==> config.mk <==
export PLATFORM = sky130hd
export DESIGN_NAME = frogger_game_fsm
export DESIGN_NICKNAME = d
export VERILOG_FILES = /design/src/rtl/frogger_pkg.sv /design/src/rtl/frame_timer.sv /design/src/rtl/frogger_game_fsm.sv
export SDC_FILE = /design/constraint.sdc
export NUM_CORES = 1
export LEC_CHECK = 0
export CAP_MARGIN = 25
export CORE_MARGIN = 1.5
export CORE_UTILIZATION = 51
export CTS_CLUSTER_SIZE = 12
export DETAILED_ROUTE_END_ITERATION = 7
export GPL_ROUTABILITY_DRIVEN = 0
export PLACE_DENSITY = 0.82
export SLEW_MARGIN = 30
export SYNTH_ARGS = -nofsm -noshare
export SYNTH_HDL_FRONTEND = slang
export SYNTH_SLANG_ARGS = --single-unit
==> constraint.sdc <==
create_clock -name i_Clk -period 2.2 [get_ports i_Clk]
set_input_delay 0.33 -clock i_Clk [delete_from_list [all_inputs] [get_ports i_Clk]]
set_output_delay 0.33 -clock i_Clk [all_outputs]
set_load 0.05 [all_outputs]
==> src/rtl/frogger_pkg.sv <==
// Shared state encodings, default game parameters and level arithmetic for the
// Frogger game controller.
package frogger_pkg;

  typedef enum logic [2:0] {
    ST_IDLE      = 3'd0,
    ST_PLAY      = 3'd1,
    ST_DYING     = 3'd2,
    ST_LEVEL_UP  = 3'd3,
    ST_GAME_OVER = 3'd4
  } game_state_t;

  localparam int LIVES_INIT_DEF   = 3;
  localparam int DEATH_FRAMES_DEF = 60;
  localparam int LEVEL_FRAMES_DEF = 90;
  localparam int MAX_LEVEL_DEF    = 99;
  localparam int GOAL_ROW_DEF     = 0;

  localparam int TIMER_W = 7;
  localparam int LEVEL_W = 7;
  localparam int LIVES_W = 2;
  localparam int ROW_W   = 6;

  // Saturating level increment; the level never wraps past max_lvl.
  function automatic logic [LEVEL_W-1:0] level_inc_sat(
    input logic [LEVEL_W-1:0] lvl,
    input logic [LEVEL_W-1:0] max_lvl
  );
    if (lvl >= max_lvl) return max_lvl;
    else                return lvl + LEVEL_W'(1);
  endfunction

endpackage

==> src/rtl/frame_timer.sv <==
// Frame-count down-counter: load has priority, decrements on each frame tick,
// and flags the tick that consumes the final count.
module frame_timer #(
  parameter int WIDTH = 7
) (
  input  logic             i_Clk,
  input  logic             i_Rst,
  input  logic             load,
  input  logic [WIDTH-1:0] load_val,
  input  logic             tick,
  output logic             done
);

  logic [WIDTH-1:0] count;

  always_ff @(posedge i_Clk) begin
    if (i_Rst) begin
      count <= '0;
    end else if (load) begin
      count <= load_val;
    end else if (tick && (count != '0)) begin
      count <= count - WIDTH'(1);
    end
  end

  assign done = tick && (count == WIDTH'(1));

endmodule

==> src/rtl/frogger_game_fsm.sv <==
// Frogger game-flow controller: start, play, death animation, level-up pause
// and game over, with registered outputs for the video and movement logic.
//
//   state      | meaning
//   -----------+-------------------------------------------------------
//   IDLE       | after reset, waiting for a start press
//   PLAY       | frog and cars moving, watching for collision or goal
//   DYING      | frog frozen and blinking for DEATH_FRAMES frames
//   LEVEL_UP   | everything frozen for LEVEL_FRAMES frames, then level+1
//   GAME_OVER  | no lives left, level/lives held until the next start
module frogger_game_fsm
  import frogger_pkg::*;
#(
  parameter int LIVES_INIT   = LIVES_INIT_DEF,
  parameter int DEATH_FRAMES = DEATH_FRAMES_DEF,
  parameter int LEVEL_FRAMES = LEVEL_FRAMES_DEF,
  parameter int MAX_LEVEL    = MAX_LEVEL_DEF,
  parameter int GOAL_ROW     = GOAL_ROW_DEF
) (
  input  logic               i_Clk,
  input  logic               i_Rst,
  input  logic               i_Frame_Tick,
  input  logic               i_Game_Start,
  input  logic               i_Collided,
  input  logic [ROW_W-1:0]   i_Frog_Y,
  output logic [2:0]         o_State,
  output logic [LEVEL_W-1:0] o_Level,
  output logic [LIVES_W-1:0] o_Lives,
  output logic               o_Frog_Reset,
  output logic               o_Move_En,
  output logic               o_Cars_En,
  output logic               o_Flash
);

  game_state_t        state_q, state_d;
  logic [LEVEL_W-1:0] level_q, level_d;
  logic [LIVES_W-1:0] lives_q, lives_d;
  logic               frog_reset_q, frog_reset_d;
  logic               move_en_q, move_en_d;
  logic               cars_en_q, cars_en_d;
  logic               flash_q, flash_d;
  logic [2:0]         flash_cnt_q, flash_cnt_d;
  logic               start_prev_q;
  logic               start_evt;

  logic               timer_load;
  logic [TIMER_W-1:0] timer_load_val;
  logic               timer_done;

  // Reset value of 1 means a button held through reset is not a start.
  assign start_evt = i_Game_Start && !start_prev_q;

  frame_timer #(
    .WIDTH (TIMER_W)
  ) u_frame_timer (
    .i_Clk    (i_Clk),
    .i_Rst    (i_Rst),
    .load     (timer_load),
    .load_val (timer_load_val),
    .tick     (i_Frame_Tick),
    .done     (timer_done)
  );

  always_ff @(posedge i_Clk) begin
    if (i_Rst) begin
      state_q      <= ST_IDLE;
      level_q      <= '0;
      lives_q      <= '0;
      frog_reset_q <= 1'b0;
      move_en_q    <= 1'b0;
      cars_en_q    <= 1'b0;
      flash_q      <= 1'b0;
      flash_cnt_q  <= '0;
      start_prev_q <= 1'b1;
    end else begin
      state_q      <= state_d;
      level_q      <= level_d;
      lives_q      <= lives_d;
      frog_reset_q <= frog_reset_d;
      move_en_q    <= move_en_d;
      cars_en_q    <= cars_en_d;
      flash_q      <= flash_d;
      flash_cnt_q  <= flash_cnt_d;
      start_prev_q <= i_Game_Start;
    end
  end

  always_comb begin
    state_d        = state_q;
    level_d        = level_q;
    lives_d        = lives_q;
    frog_reset_d   = 1'b0;
    flash_d        = 1'b0;
    flash_cnt_d    = flash_cnt_q;
    timer_load     = 1'b0;
    timer_load_val = '0;

    unique case (state_q)
      ST_IDLE, ST_GAME_OVER: begin
        if (start_evt) begin
          state_d      = ST_PLAY;
          level_d      = LEVEL_W'(1);
          lives_d      = LIVES_W'(LIVES_INIT);
          frog_reset_d = 1'b1;
        end
      end

      ST_PLAY: begin
        // Collision takes priority over reaching the goal row.
        if (i_Collided) begin
          state_d        = ST_DYING;
          lives_d        = (lives_q == '0) ? '0 : lives_q - LIVES_W'(1);
          timer_load     = 1'b1;
          timer_load_val = TIMER_W'(DEATH_FRAMES);
          flash_d        = 1'b1;
          flash_cnt_d    = '0;
        end else if (i_Frog_Y == ROW_W'(GOAL_ROW)) begin
          state_d        = ST_LEVEL_UP;
          timer_load     = 1'b1;
          timer_load_val = TIMER_W'(LEVEL_FRAMES);
        end
      end

      ST_DYING: begin
        flash_d = flash_q;
        if (i_Frame_Tick) begin
          flash_cnt_d = flash_cnt_q + 3'd1;
          if (flash_cnt_q == 3'd7) flash_d = !flash_q;
        end
        if (timer_done) begin
          flash_d = 1'b0;
          if (lives_q == '0) begin
            state_d = ST_GAME_OVER;
          end else begin
            state_d      = ST_PLAY;
            frog_reset_d = 1'b1;
          end
        end
      end

      ST_LEVEL_UP: begin
        if (timer_done) begin
          level_d      = level_inc_sat(level_q, LEVEL_W'(MAX_LEVEL));
          state_d      = ST_PLAY;
          frog_reset_d = 1'b1;
        end
      end

      default: state_d = ST_IDLE;
    endcase

    move_en_d = (state_d == ST_PLAY);
    cars_en_d = (state_d == ST_PLAY) || (state_d == ST_DYING);
  end

  assign o_State      = state_q;
  assign o_Level      = level_q;
  assign o_Lives      = lives_q;
  assign o_Frog_Reset = frog_reset_q;
  assign o_Move_En    = move_en_q;
  assign o_Cars_En    = cars_en_q;
  assign o_Flash      = flash_q;

endmodule

# --- Word-level counts from Yosys, hierarchy flattened ---
# Index checks and enable logic that the tools add are counted.
op_classes:
  add_sub_neg: 4
  n_lt_le_gt_ge: 1
  eq_ne: 14
  muxes: 36
  n_reduce_logical: 19
op_table:
  columns: ["op", "n"]
  rows:
  - ["$mux 7", 8]
  - ["$mux 3", 8]
  - ["$pmux 7 s2", 1]
  - ["$pmux 3 s4", 1]
  - ["$mux 1", 11]
  - ["$eq 3x2->1 const B", 3]
  - ["$reduce_and 3->1", 3]
  - ["$ne 2x2->1 const B", 4]
  - ["$reduce_bool 2->1", 4]
  - ["$add 7x1->7 const B", 1]
  - ["$eq 7x1->1 const B", 1]
  - ["$ge 7x7->1 const B", 1]
  - ["$reduce_bool 7->1", 1]
  - ["$sub 7x1->7 const B", 1]
  - ["$eq 3x1->1 const B", 2]
  - ["$eq 3x3->1 const B", 2]
  - ["$logic_not 6->1", 1]
  - ["$mux 2", 3]
  - ["$ne 3x3->1 const B", 2]
  - ["$pmux 3 s2", 1]
  - ["$pmux 2 s2", 1]
  - ["$add 3x1->3 const B", 1]
  - ["$logic_and 1x1->1", 3]
  - ["$logic_not 3->1", 1]
  - ["8 further kinds", 9]
totals:
  regBits: 27
  in_bits: 11
  out_inout_bits: 16
  word_cells: 84

# --- Logic depth before layout (Yosys ltp) ---
# Gate-level depths: netlist of the first run.
logic_depth:
  depth_word: 6
  ltp_mapped: 6
  ltp_nobuf: 6

# --- By module ---
# From an unflattened synthesis of the first run, not the netlist that was laid out.
hier_totals:
  cells_unflattened: 172
  hier_area_um2: 1564.0
modules_own_cells:
  columns: ["module", "n_inst", "cells_per_inst", "area_per_inst_um2", "seq_area_each_um2"]
  rows:
  - ["frogger_game_fsm", 1, 114, 1066.0, 400.4]
  - ["frame_timer", 1, 58, 498.0, 140.1]

# --- Least setup slack after synthesis of the first run ---
# No wires, ideal clock.
synth_path:
  kind: "register to register"
  startpoint: "register level_q[0] (netlist: o_Level[0])"
  endpoint: "register level_q[0] (netlist: o_Level[0])"
  setup_ns: 0.133
  arrival_time_ns: 1.924
  required_time_ns: 2.067
  slack_ns: 0.143
  stages_incl_launch_ff: 6
  n_path_buf: 0
  synth_period_minus_slack_ns: 2.057
  path_cell_list: "dfxtp_1 -> ha_1 -> a211o_1 -> o311ai_1 -> o2111a_1 -> nor3_1"
synth_between:
  elab_chain_len: 4
  elab_cells_between_ends: 5
  cone_classes: "add/sub (1); order compare (1); mux (3)"
synth_rtl:
  columns: ["element", "line", "rtl"]
  rows:
  - ["start, declared", "frogger_game_fsm.sv:36", "logic [LEVEL_W-1:0] level_q, level_d;"]
  - ["start signal, assigned", "frogger_game_fsm.sv:77", "level_q <= level_d;"]
  - ["$add 7x1->7 / $ge 7x7->1 (equally long branches)", "frogger_pkg.sv:30, frogger_pkg.sv:29", null]
  - ["$mux 7 *", "frogger_pkg.sv:29", "if (lvl >= max_lvl) return max_lvl;"]
  - ["$mux 7 *", "frogger_game_fsm.sv:142", "if (timer_done) begin"]
  - ["$pmux 7 s2 *", "frogger_game_fsm.sv:98", "unique case (state_q)"]
# Mark *: on every way between the ends. The rest lies on a longest branch, timed or not. The select of a mux whose other input is x is not followed.
# A chain may end at the register's enable or synchronous reset.

# --- Worst setup path after layout of the first run ---
layout_path:
  startpoint: "register state_q[1] (netlist: o_State[1])"
  endpoint: "output o_State[1]"
layout_rtl:
  columns: ["element", "line", "rtl"]
  rows:
  - ["start, declared", "frogger_game_fsm.sv:35", "game_state_t state_q, state_d;"]
  - ["start signal, assigned", "frogger_game_fsm.sv:76", "state_q <= state_d;"]
  - ["end, declared", "frogger_game_fsm.sv:26", "output logic [2:0] o_State,"]
# No word-level cell between the ends.

==> results of run 1 <==
flip-flops by register name, indices dropped and copies added, names as in the netlist:
register             count
o_Lives                  2
o_Move_En                1
u_frame_timer.count      7
flash_cnt_q              3
o_Frog_Reset             1
o_Level                  7
o_Cars_En                1
start_prev_q             1
o_State                  3
o_Flash                  1
worst min-delay path, cell delays in order, from the launching register on:
cell	delay [ns]
sky130_fd_sc_hd__dfxtp_1	0.34
sky130_fd_sc_hd__nand3_1	0.07
sky130_fd_sc_hd__a21oi_1	0.06
cells in the final DEF, fill, tap and decap left out, types with 3 or more instances in the layout:
cell                              instances
sky130_fd_sc_hd__o21ai_0                  5
sky130_fd_sc_hd__dfxtp_1                 27
sky130_fd_sc_hd__nand4_1                  6
sky130_fd_sc_hd__nand3_1                  8
sky130_fd_sc_hd__ha_1                     6
sky130_fd_sc_hd__or2_2                    4
sky130_fd_sc_hd__inv_1                    7
sky130_fd_sc_hd__o31ai_1                  3
sky130_fd_sc_hd__buf_4                    4
sky130_fd_sc_hd__nor3_1                   7
sky130_fd_sc_hd__nor2_1                  16
sky130_fd_sc_hd__nand2_1                 13
sky130_fd_sc_hd__nand2b_1                 6
sky130_fd_sc_hd__clkdlybuf4s50_1         24
sky130_fd_sc_hd__a211oi_1                 4
sky130_fd_sc_hd__a31oi_1                  6
sky130_fd_sc_hd__nor3b_1                  3
sky130_fd_sc_hd__clkbuf_4                 3
sky130_fd_sc_hd__a21oi_1                  9
sky130_fd_sc_hd__nor2b_1                  4
power by group through the flow:
stage                     clock network (mW)  registers, mW  logic (mW)
final                                  0.230          0.635       0.616
after global routing                   0.251          0.643       0.674
after CTS                              0.240          0.632       0.601
after detailed placement                   0          0.642       0.598
after global placement                     0          0.637       0.575
after floorplan                            0          0.649       0.461
cells in the mapped netlist, types with 2 or more instances:
master,n,share of area [%]
sky130_fd_sc_hd__dfxtp_1,27,36
sky130_fd_sc_hd__nor2_1,16,4.0
sky130_fd_sc_hd__nand2_1,13,3.3
sky130_fd_sc_hd__a21oi_1,9,3.0
sky130_fd_sc_hd__clkbuf_1,8,2.0
sky130_fd_sc_hd__nand3_1,8,2.7
sky130_fd_sc_hd__inv_1,7,1.8
sky130_fd_sc_hd__nor3_1,7,2.4
sky130_fd_sc_hd__a31oi_1,6,2.5
sky130_fd_sc_hd__ha_1,6,5.0
sky130_fd_sc_hd__nand2b_1,6,2.5
sky130_fd_sc_hd__nand4_1,6,2.5
sky130_fd_sc_hd__o21ai_0,6,2.0
sky130_fd_sc_hd__a211oi_1,4,2.0
sky130_fd_sc_hd__nor2b_1,4,1.7
sky130_fd_sc_hd__or2_2,4,1.7
sky130_fd_sc_hd__nor3b_1,3,1.5
sky130_fd_sc_hd__o31ai_1,3,1.5
sky130_fd_sc_hd__a211o_1,2,1.2
sky130_fd_sc_hd__nand3b_1,2,1.0
sky130_fd_sc_hd__nand4bb_1,2,1.5
sky130_fd_sc_hd__nor4_1,2,0.84
sky130_fd_sc_hd__o21bai_1,2,1.0
final cells by class:
type,instances,area share [%]
sequential,27,29.8
inverter,7,1.45
clock inverter,1,0.414
multi-input combinational,136,48.9
clock buffer,3,1.24
tap,31,2.14
timing repair buffer,30,16.1
worst max-delay path by stage:
stage                                    endpoint  slack, ns  cells after the start
after floorplan           o_Level[0]$_SDFFE_PP0P_       0.14                      5
after global placement    o_Level[5]$_SDFFE_PP0P_       0.10                      5
after detailed placement  o_Level[5]$_SDFFE_PP0P_      0.003                      5
after CTS                              o_State[2]       0.09                      1
after global routing                   o_State[1]       0.03                      1
final                                  o_State[1]        0.1                      1
routing by layer:
layer	wire length [um]	vias to the layer above	GRT usage, %
met5	0	-	0
met4	70	0	9.97
met3	208	7	3.17
met2	1640	58	35.5
met1	1690	702	32.8
li1	-	719	-
cells by family (layout without fill, tap and decap cells):
| logic type | after synthesis | in the layout | share of synthesized area, % |
|---|---|---|---|
| compound gates | 46 | 46 | 21.9 |
| buf+inv | 16 | 41 | 4.12 |
| fa+ha+maj | 6 | 6 | 5.04 |
| flops | 27 | 27 | 36.3 |
| mux | 2 | 2 | 1.43 |
| xor+xnor | 2 | 2 | 1.18 |
| simple gates | 80 | 80 | 30.0 |
==> results.md, run 1 <==
| Step | Parameter | This run |
|---|---|---|
| status | Run status | finished, final reports clean |
| global routing | Global-route wire length before repair | 5980 um |
| detailed routing | Total wire length | 3610 um |
| synthesis | Mean cell area of the mapped netlist | 8.32 um^2 |
| timing | Clock Skew | 0.00931 ns |
| global routing | Number of global-route vias before repair | 1361 |
| worst setup path | Launching instance or port of the critical path | o_State[1]$_SDFF_PP0_ |
| floorplanning | Initial cell density of the core | 54.0% |
| worst setup path | Arrival time of data at the critical path endpoint | 1.77 ns |
| placed design | Number of cells in the design after placement | 231 |
| power | Internal power summed over all cells | 0.889 mW |
| detailed routing | Total number of vias | 1486 |
| timing | Worst Hold Margin | 0.493 ns |
| layout | Ratio of cells with drive above 1 in the final layout | 8.33% |
| global routing | Total gr overflow | 0 |
| synthesis | Count of flip-flops with a built-in enable after synthesis | 0 |
| global routing | Antenna violations before repair | 0 |
| worst setup path | Required time of the critical path | 1.87 ns |
| power | Power per unit of standard cell area | 817 nW/um^2 |
| layout | Final nets | 222 |
| timing | Max-slew headroom | 65.3% |
| worst hold path | Number of cells traversed by the worst hold path | 2 |
| floorplanning | Core footprint | 2760 um^2 |
| synthesis | Gate count of the mapped netlist | 179 |
| power | Leakage power total | 0.662 nW |
| global routing | GR Util All Layers | 23.2% |
| worst setup path | Category of the most critical setup path | flip-flop to output pin |
| layout | Area grow syn2layout | 21.8% |
| detailed routing | Number of DRC markers in iteration 0 | 98 |
| layout | Area used by sequential logic in the layout | 541 um^2 |
| clocking | Total CTS buffers | 3 |
| detailed routing | Vias per cell | 6.32 |
| placed design | Number of buffers added on ports | 26 |
| synthesis | Async set or reset register ratio after synthesis | 0% |
| synthesis | Flip-flop and latch count after synthesis | 27 |
| timing | Fin. Hold Viols | 0 |
| layout | Final cell count without fillers | 235 |
| layout | Antenna Diode Count | 0 |
| placed design | DP Area | 1780 um^2 |
| timing | Count of final max-slew check failures | 0 |
| worst setup path | Largest delay contributor family on the critical path | buffers and inverters |
| flow run | Max Cap Viol | 0 |
| synthesis | Post-Syn Nets | 196 |
| worst setup path | Type of element capturing the critical path | output pin |
| placed design | Worst slack at placement | 0.00303 ns |
| clocking | Post-cts sizing count | 1 |
| clocking | Number of sinks on the clock net | 27 |
| worst hold path | Type of the most critical hold path | flip-flop to flip-flop |
| clocking | Hold bufs inserted after CTS | 0 |
| floorplanning | Die boundary width | 57.0 um |
| clocking | Setup Fix Bufs, Post-CTS | 0 |
| timing | Final Setup Violations | 0 |
| timing | Unrepaired setup endpoints after global routing | false |
| power | P_sw | 0.592 mW |
| floorplanning | Number of top-level design ports | 27 |
| worst setup path | Startpoint Class | flip-flop |
| power | Switching power share of the total | 40.0% |
| worst setup path | Cells traversed along the worst timing path | clkdlybuf4s50_1 |
| detailed routing | Post-detailed-route DRC marker count | 0 |
| detailed routing | First-pass detailed-route iteration total | 4 |
| timing | Actual transition at the worst max-transition pin | 0.519 ns |
| worst setup path | CP bufs+invs | 1 |
| floorplanning | Y dimension of the die | 57.0 um |
| synthesis | Post-Syn Area | 1490 um^2 |
| layout | Final design instance area without fill | 1810 um^2 |
| timing | Setup TNS | 0 ns |
| clocking | Worst-case clock buffer depth | 2 |
| detailed routing | WL/cell | 15.4 um |
| worst setup path | Slowest stage delay, CP | 0.89 ns |
| worst setup path | FF-to-FF Start | u_frame_timer.count[2]$_SDFFE_PP0P_ |
| placed design | Final HPWL from detailed placement | 2700 um |
| clocking | Clock Pin Slew Worst Setup and Hold Paths | 0.15 ns |
| layout | Area taken by multi-input logic gates | 887 um^2 |
| synthesis | Sequential fraction of the synthesis area | 36.3% |
| clocking | CTS root buffer | sky130_fd_sc_hd__clkbuf_4 |
| clocking | Level count of the clock H-tree | 1 |
| worst setup path | Critical-path maximum fanout | 12 |
| timing | Final setup slack of the worst path | 0.0952 ns |
| synthesis | Leading register cell type out of synthesis | sky130_fd_sc_hd__dfxtp_1 |
| worst setup path | FF-to-FF End | o_Level[5]$_SDFFE_PP0P_ |
| worst hold path | Launch point of the worst hold path | flash_cnt_q[2]$_SDFFE_PP0P_ |
| detailed routing | Remaining number of nets flagged by the antenna check after routing | 0 |
| worst setup path | Standard cell with the maximum stage delay on the critical path | sky130_fd_sc_hd__clkdlybuf4s50_1 |
| power | Tot Pwr | 1.48 mW |
| worst setup path | Count of cells along the worst register-to-register path | 4 |
| timing | Maximum clock frequency | 475 MHz |
| synthesis | Number of warnings issued by yosys | 0 |
| worst hold path | Worst min-delay path endpoint | flash_cnt_q[2]$_SDFFE_PP0P_ |
| synthesis | Netlist cell types | 49 |
| clocking | CTS tree | yes |
| layout | Finished Core Util | 65.8% |
| timing | Crit path time final | 2.10 ns |
| floorplanning | Full die area | 3250 um^2 |
| worst setup path | Worst R2R Setup Slack | 0.11 ns |
| power | Share of total power in combinational logic | 41.6% |
| layout | Final-layout fill cell count | 239 |
| power | Worst voltage drop across the vdd grid | 0.000750 V |
| power | Seq pwr share | 42.9% |
| global routing | Largest net degree at the start of global routing | 17 |
| power | Clock network power share | 15.5% |
| timing | Ratio of final minimum period to clock period | 95.7% |
| floorplanning | Number of placement rows | 19 |
| clocking | Latest clock arrival within the worst-skew pair | 0.34 ns |
Note: power is estimated with default switching activity, not from simulation.
==> inputs of run 2 (changes only) <==
GPL_ROUTABILITY_DRIVEN = unset   (was 0)
SETUP_SLACK_MARGIN = 0.02   (was unset)
==> results of run 2 <==
The final DEF is identical to that of run 1; final timing and power are the same.
==> inputs of run 3 (changes only) <==
RECOVER_POWER = 50   (was unset)
==> run 3 against run 2 <==
  * Clock-buffer cell count did not move
  * Hold slack hardly changed
  * Sequential share of layout area rose by 0.14 points
  * Sequential power about the same
  * Via count is 0.34% higher
  * Sequential cell count stayed put
  * Cell count unchanged
  * Fmax barely moved
  * Largest cell class unchanged
==> results.md, run 3 (same netlist as run 1, synthesis figures left out) <==
| Step | Parameter | This run | Delta |
|---|---|---|---|
| layout | Ratio of cells with drive above 1 in the final layout | 7.84% | -0.49 points |
| worst setup path | Standard cell with the maximum stage delay on the critical path | sky130_fd_sc_hd__clkdlybuf4s50_1 |  |
| detailed routing | Vias per cell | 6.34 | +0.34% |
| timing | Maximum clock frequency | 475 MHz | about the same |
| clocking | Post-cts sizing count | 1 | unchanged |
| power | Worst voltage drop across the vdd grid | 0.000748 V | -0.18% |
| worst setup path | Arrival time of data at the critical path endpoint | 1.77 ns | about the same |
| status | Run status | finished, final reports clean |  |
| global routing | Met2 demand-to-capacity share in global routing | 35.5% | unchanged |
| timing | Unrepaired setup endpoints after global routing | false |  |
| power | Clock network power share | 15.5% | about the same |
| placed design | Final HPWL from detailed placement | 2700 um | unchanged |
| detailed routing | First-pass detailed-route iteration total | 4 | unchanged |
| timing | Final Setup Violations | 0 | unchanged |
| layout | Final nets | 222 | unchanged |
| clocking | Total CTS buffers | 3 | unchanged |
| detailed routing | Total wire length | 3580 um | -0.69% |
| timing | Actual transition at the worst max-transition pin | 0.589 ns | +0.0697 ns |
| global routing | Met1 usage | 32.8% | unchanged |
| worst setup path | Slowest stage delay, CP | 0.89 ns | about the same |
| layout | Top library cells by usage in the layout, fill and taps aside | sky130_fd_sc_hd__dfxtp_1, sky130_fd_sc_hd__clkdlybuf4s50_1, sky130_fd_sc_hd__nor2_1 |  |
| detailed routing | Remaining number of nets flagged by the antenna check after routing | 0 | unchanged |
| worst setup path | Critical-path maximum fanout | 12 | unchanged |
| power | P_sw | 0.588 mW | -0.72% |
| clocking | CTS root buffer | sky130_fd_sc_hd__clkbuf_4 |  |
| placed design | Placer's final routability congestion estimate | 0.921 |  |
| placed design | Number of cells in the design after placement | 231 | unchanged |
| global routing | Total gr overflow | 0 | unchanged |
| timing | Fin. Hold Viols | 0 | unchanged |
| detailed routing | Number of DRC markers in iteration 0 | 75 | -23% |
| layout | Antenna Diode Count | 0 | unchanged |
| layout | Area used by sequential logic in the layout | 541 um^2 | unchanged |
| power | Share of total power in combinational logic | 41.4% | -0.2 points |
| worst setup path | Logic depth of the worst setup path including buffers | 1 | unchanged |
| clocking | Level count of the clock H-tree | 1 | unchanged |
| worst setup path | Type of element capturing the critical path | output pin |  |
| floorplanning | Y dimension of the die | 57.0 um | unchanged |
| floorplanning | Initial cell density of the core | 54.0% | unchanged |
| global routing | Antenna violations before repair | 0 | unchanged |
| clocking | Latest clock arrival within the worst-skew pair | 0.34 ns | about the same |
| layout | Leading cell type in the layout, fill and taps excluded | sky130_fd_sc_hd__dfxtp_1 |  |
| power | Leakage power total | 0.650 nW | -1.7% |
| timing | Clock Skew | 0.00704 ns | -0.00227 ns |
| global routing | Largest net degree at the start of global routing | 17 | unchanged |
| clocking | Setup Fix Bufs, Post-CTS | 0 | unchanged |
| worst setup path | Cells traversed along the worst timing path | clkdlybuf4s50_1 |  |
| power | Switching power share of the total | 39.8% | -0.14 points |
| layout | Final cell count without fillers | 235 | unchanged |
| clocking | Clock Pin Slew Worst Setup and Hold Paths | 0.15 ns | about the same |
| clocking | Worst-case clock buffer depth | 2 | unchanged |
| timing | Setup TNS | 0 ns | unchanged |
| floorplanning | Full die area | 3250 um^2 | unchanged |
| global routing | Number of global-route vias before repair | 1361 | unchanged |
| floorplanning | Number of top-level design ports | 27 | unchanged |
| power | Seq pwr share | 43.1% | +0.2 points |
| worst setup path | Largest delay contributor family on the critical path | buffers and inverters |  |
| timing | Crit path time final | 2.10 ns | -0.00151 ns |
| worst hold path | Number of cells traversed by the worst hold path | 2 | unchanged |
| placed design | Worst slack at placement | 0.00303 ns | unchanged |
| worst setup path | Required time of the critical path | 1.87 ns | about the same |
| detailed routing | Post-detailed-route DRC marker count | 0 | unchanged |
| placed design | Number of buffers added on ports | 26 | unchanged |
| detailed routing | Total number of vias | 1491 | +0.34% |
| floorplanning | Core footprint | 2760 um^2 | unchanged |
| worst setup path | Count of cells along the worst register-to-register path | 4 | unchanged |
| clocking | Number of sinks on the clock net | 27 | unchanged |
| global routing | Busiest layer in global routing | met2 |  |
| floorplanning | Die boundary width | 57.0 um | unchanged |
| timing | Count of final max-slew check failures | 0 | unchanged |
| worst hold path | Type of the most critical hold path | flip-flop to flip-flop |  |
| layout | Area grow syn2layout | 21.3% |  |
| layout | Area taken by multi-input logic gates | 887 um^2 | unchanged |
| layout | Final-layout fill cell count | 239 | unchanged |
| global routing | Global-route wire length before repair | 5980 um | unchanged |
| worst setup path | CP bufs+invs | 1 | unchanged |
| flow run | Max Cap Viol | 0 | unchanged |
| detailed routing | WL/cell | 15.2 um | -0.69% |
| power | Tot Pwr | 1.48 mW | -0.37% |
| worst setup path | Category of the most critical setup path | flip-flop to output pin |  |
| timing | Ratio of final minimum period to clock period | 95.6% | about the same |
| power | Power per unit of standard cell area | 818 nW/um^2 | +0.11% |
| timing | Final setup slack of the worst path | 0.0967 ns | +0.00151 ns |
| floorplanning | Number of placement rows | 19 | unchanged |
| worst setup path | Startpoint Class | flip-flop |  |
| timing | Max-slew headroom | 60.9% | -4.4 points |
| global routing | M3 GR Usage | 3.17% | unchanged |
| power | Internal power summed over all cells | 0.888 mW | -0.14% |
| clocking | Hold bufs inserted after CTS | 0 | unchanged |
| global routing | GR Util All Layers | 23.2% | unchanged |
| clocking | CTS tree | yes |  |
-- run 3: cell types whose count changed in the layout (fill, tap and decap cells not counted), sizes merged --
cell / change
dlygate4sd3: +3
clkdlybuf4s50: -3
clkbuf: +1
dlymetal6s2s: -1
-- run 3: final cells by class --
| cell class | count | area share, % |
|---|---|---|
| multi-input cells | 136 | 49.1 |
| flip-flops and latches | 27 | 29.9 |
| repair buffers | 30 | 15.7 |
| well taps | 31 | 2.15 |
| inverters | 7 | 1.46 |
| clock buffers | 3 | 1.25 |
| clock inverters | 1 | 0.416 |
-- run 3: metrics by stage --
stage | hold slack [ns] | utilization [%] | cell area [um^2]
global placement | 0.457 | 64.7 | 1780
global route | 0.507 | 65.5 | 1810
CTS | 0.497 | 65.7 | 1810
floorplan | 0.402 | - | 1490
finish | 0.493 | 65.5 | 1810
detailed placement | 0.474 | 64.7 | 1780
-- run 3: path summary, 6_finish.rpt --
check / start / to / slack [ns]
worst max-delay path: o_State[1]$_SDFF_PP0_ / o_State[1] / 0.1
worst min-delay path: flash_cnt_q[2]$_SDFFE_PP0P_ / flash_cnt_q[2]$_SDFFE_PP0P_ / 0.49
worst max register to register: u_frame_timer.count[2]$_SDFFE_PP0P_ / o_Level[5]$_SDFFE_PP0P_ / 0.11
worst min register to register: flash_cnt_q[2]$_SDFFE_PP0P_ / flash_cnt_q[2]$_SDFFE_PP0P_ / 0.49
-- run 3: routing by layer --
metal	part of all wire [%]	up-vias
met4	2.0	0
li1	-	721
met3	6.5	7
met2	45	63
met1	47	700
met5	0	-
-- run 3: power groups by stage --
| stage | sequential (mW) | combinational (mW) | clock (mW) |
|---|---|---|---|
| global placement | 0.637 | 0.575 | 0 |
| global route | 0.643 | 0.673 | 0.251 |
| detailed placement | 0.642 | 0.598 | 0 |
| floorplan | 0.649 | 0.461 | 0 |
| finish | 0.636 | 0.611 | 0.229 |
| CTS | 0.632 | 0.601 | 0.240 |
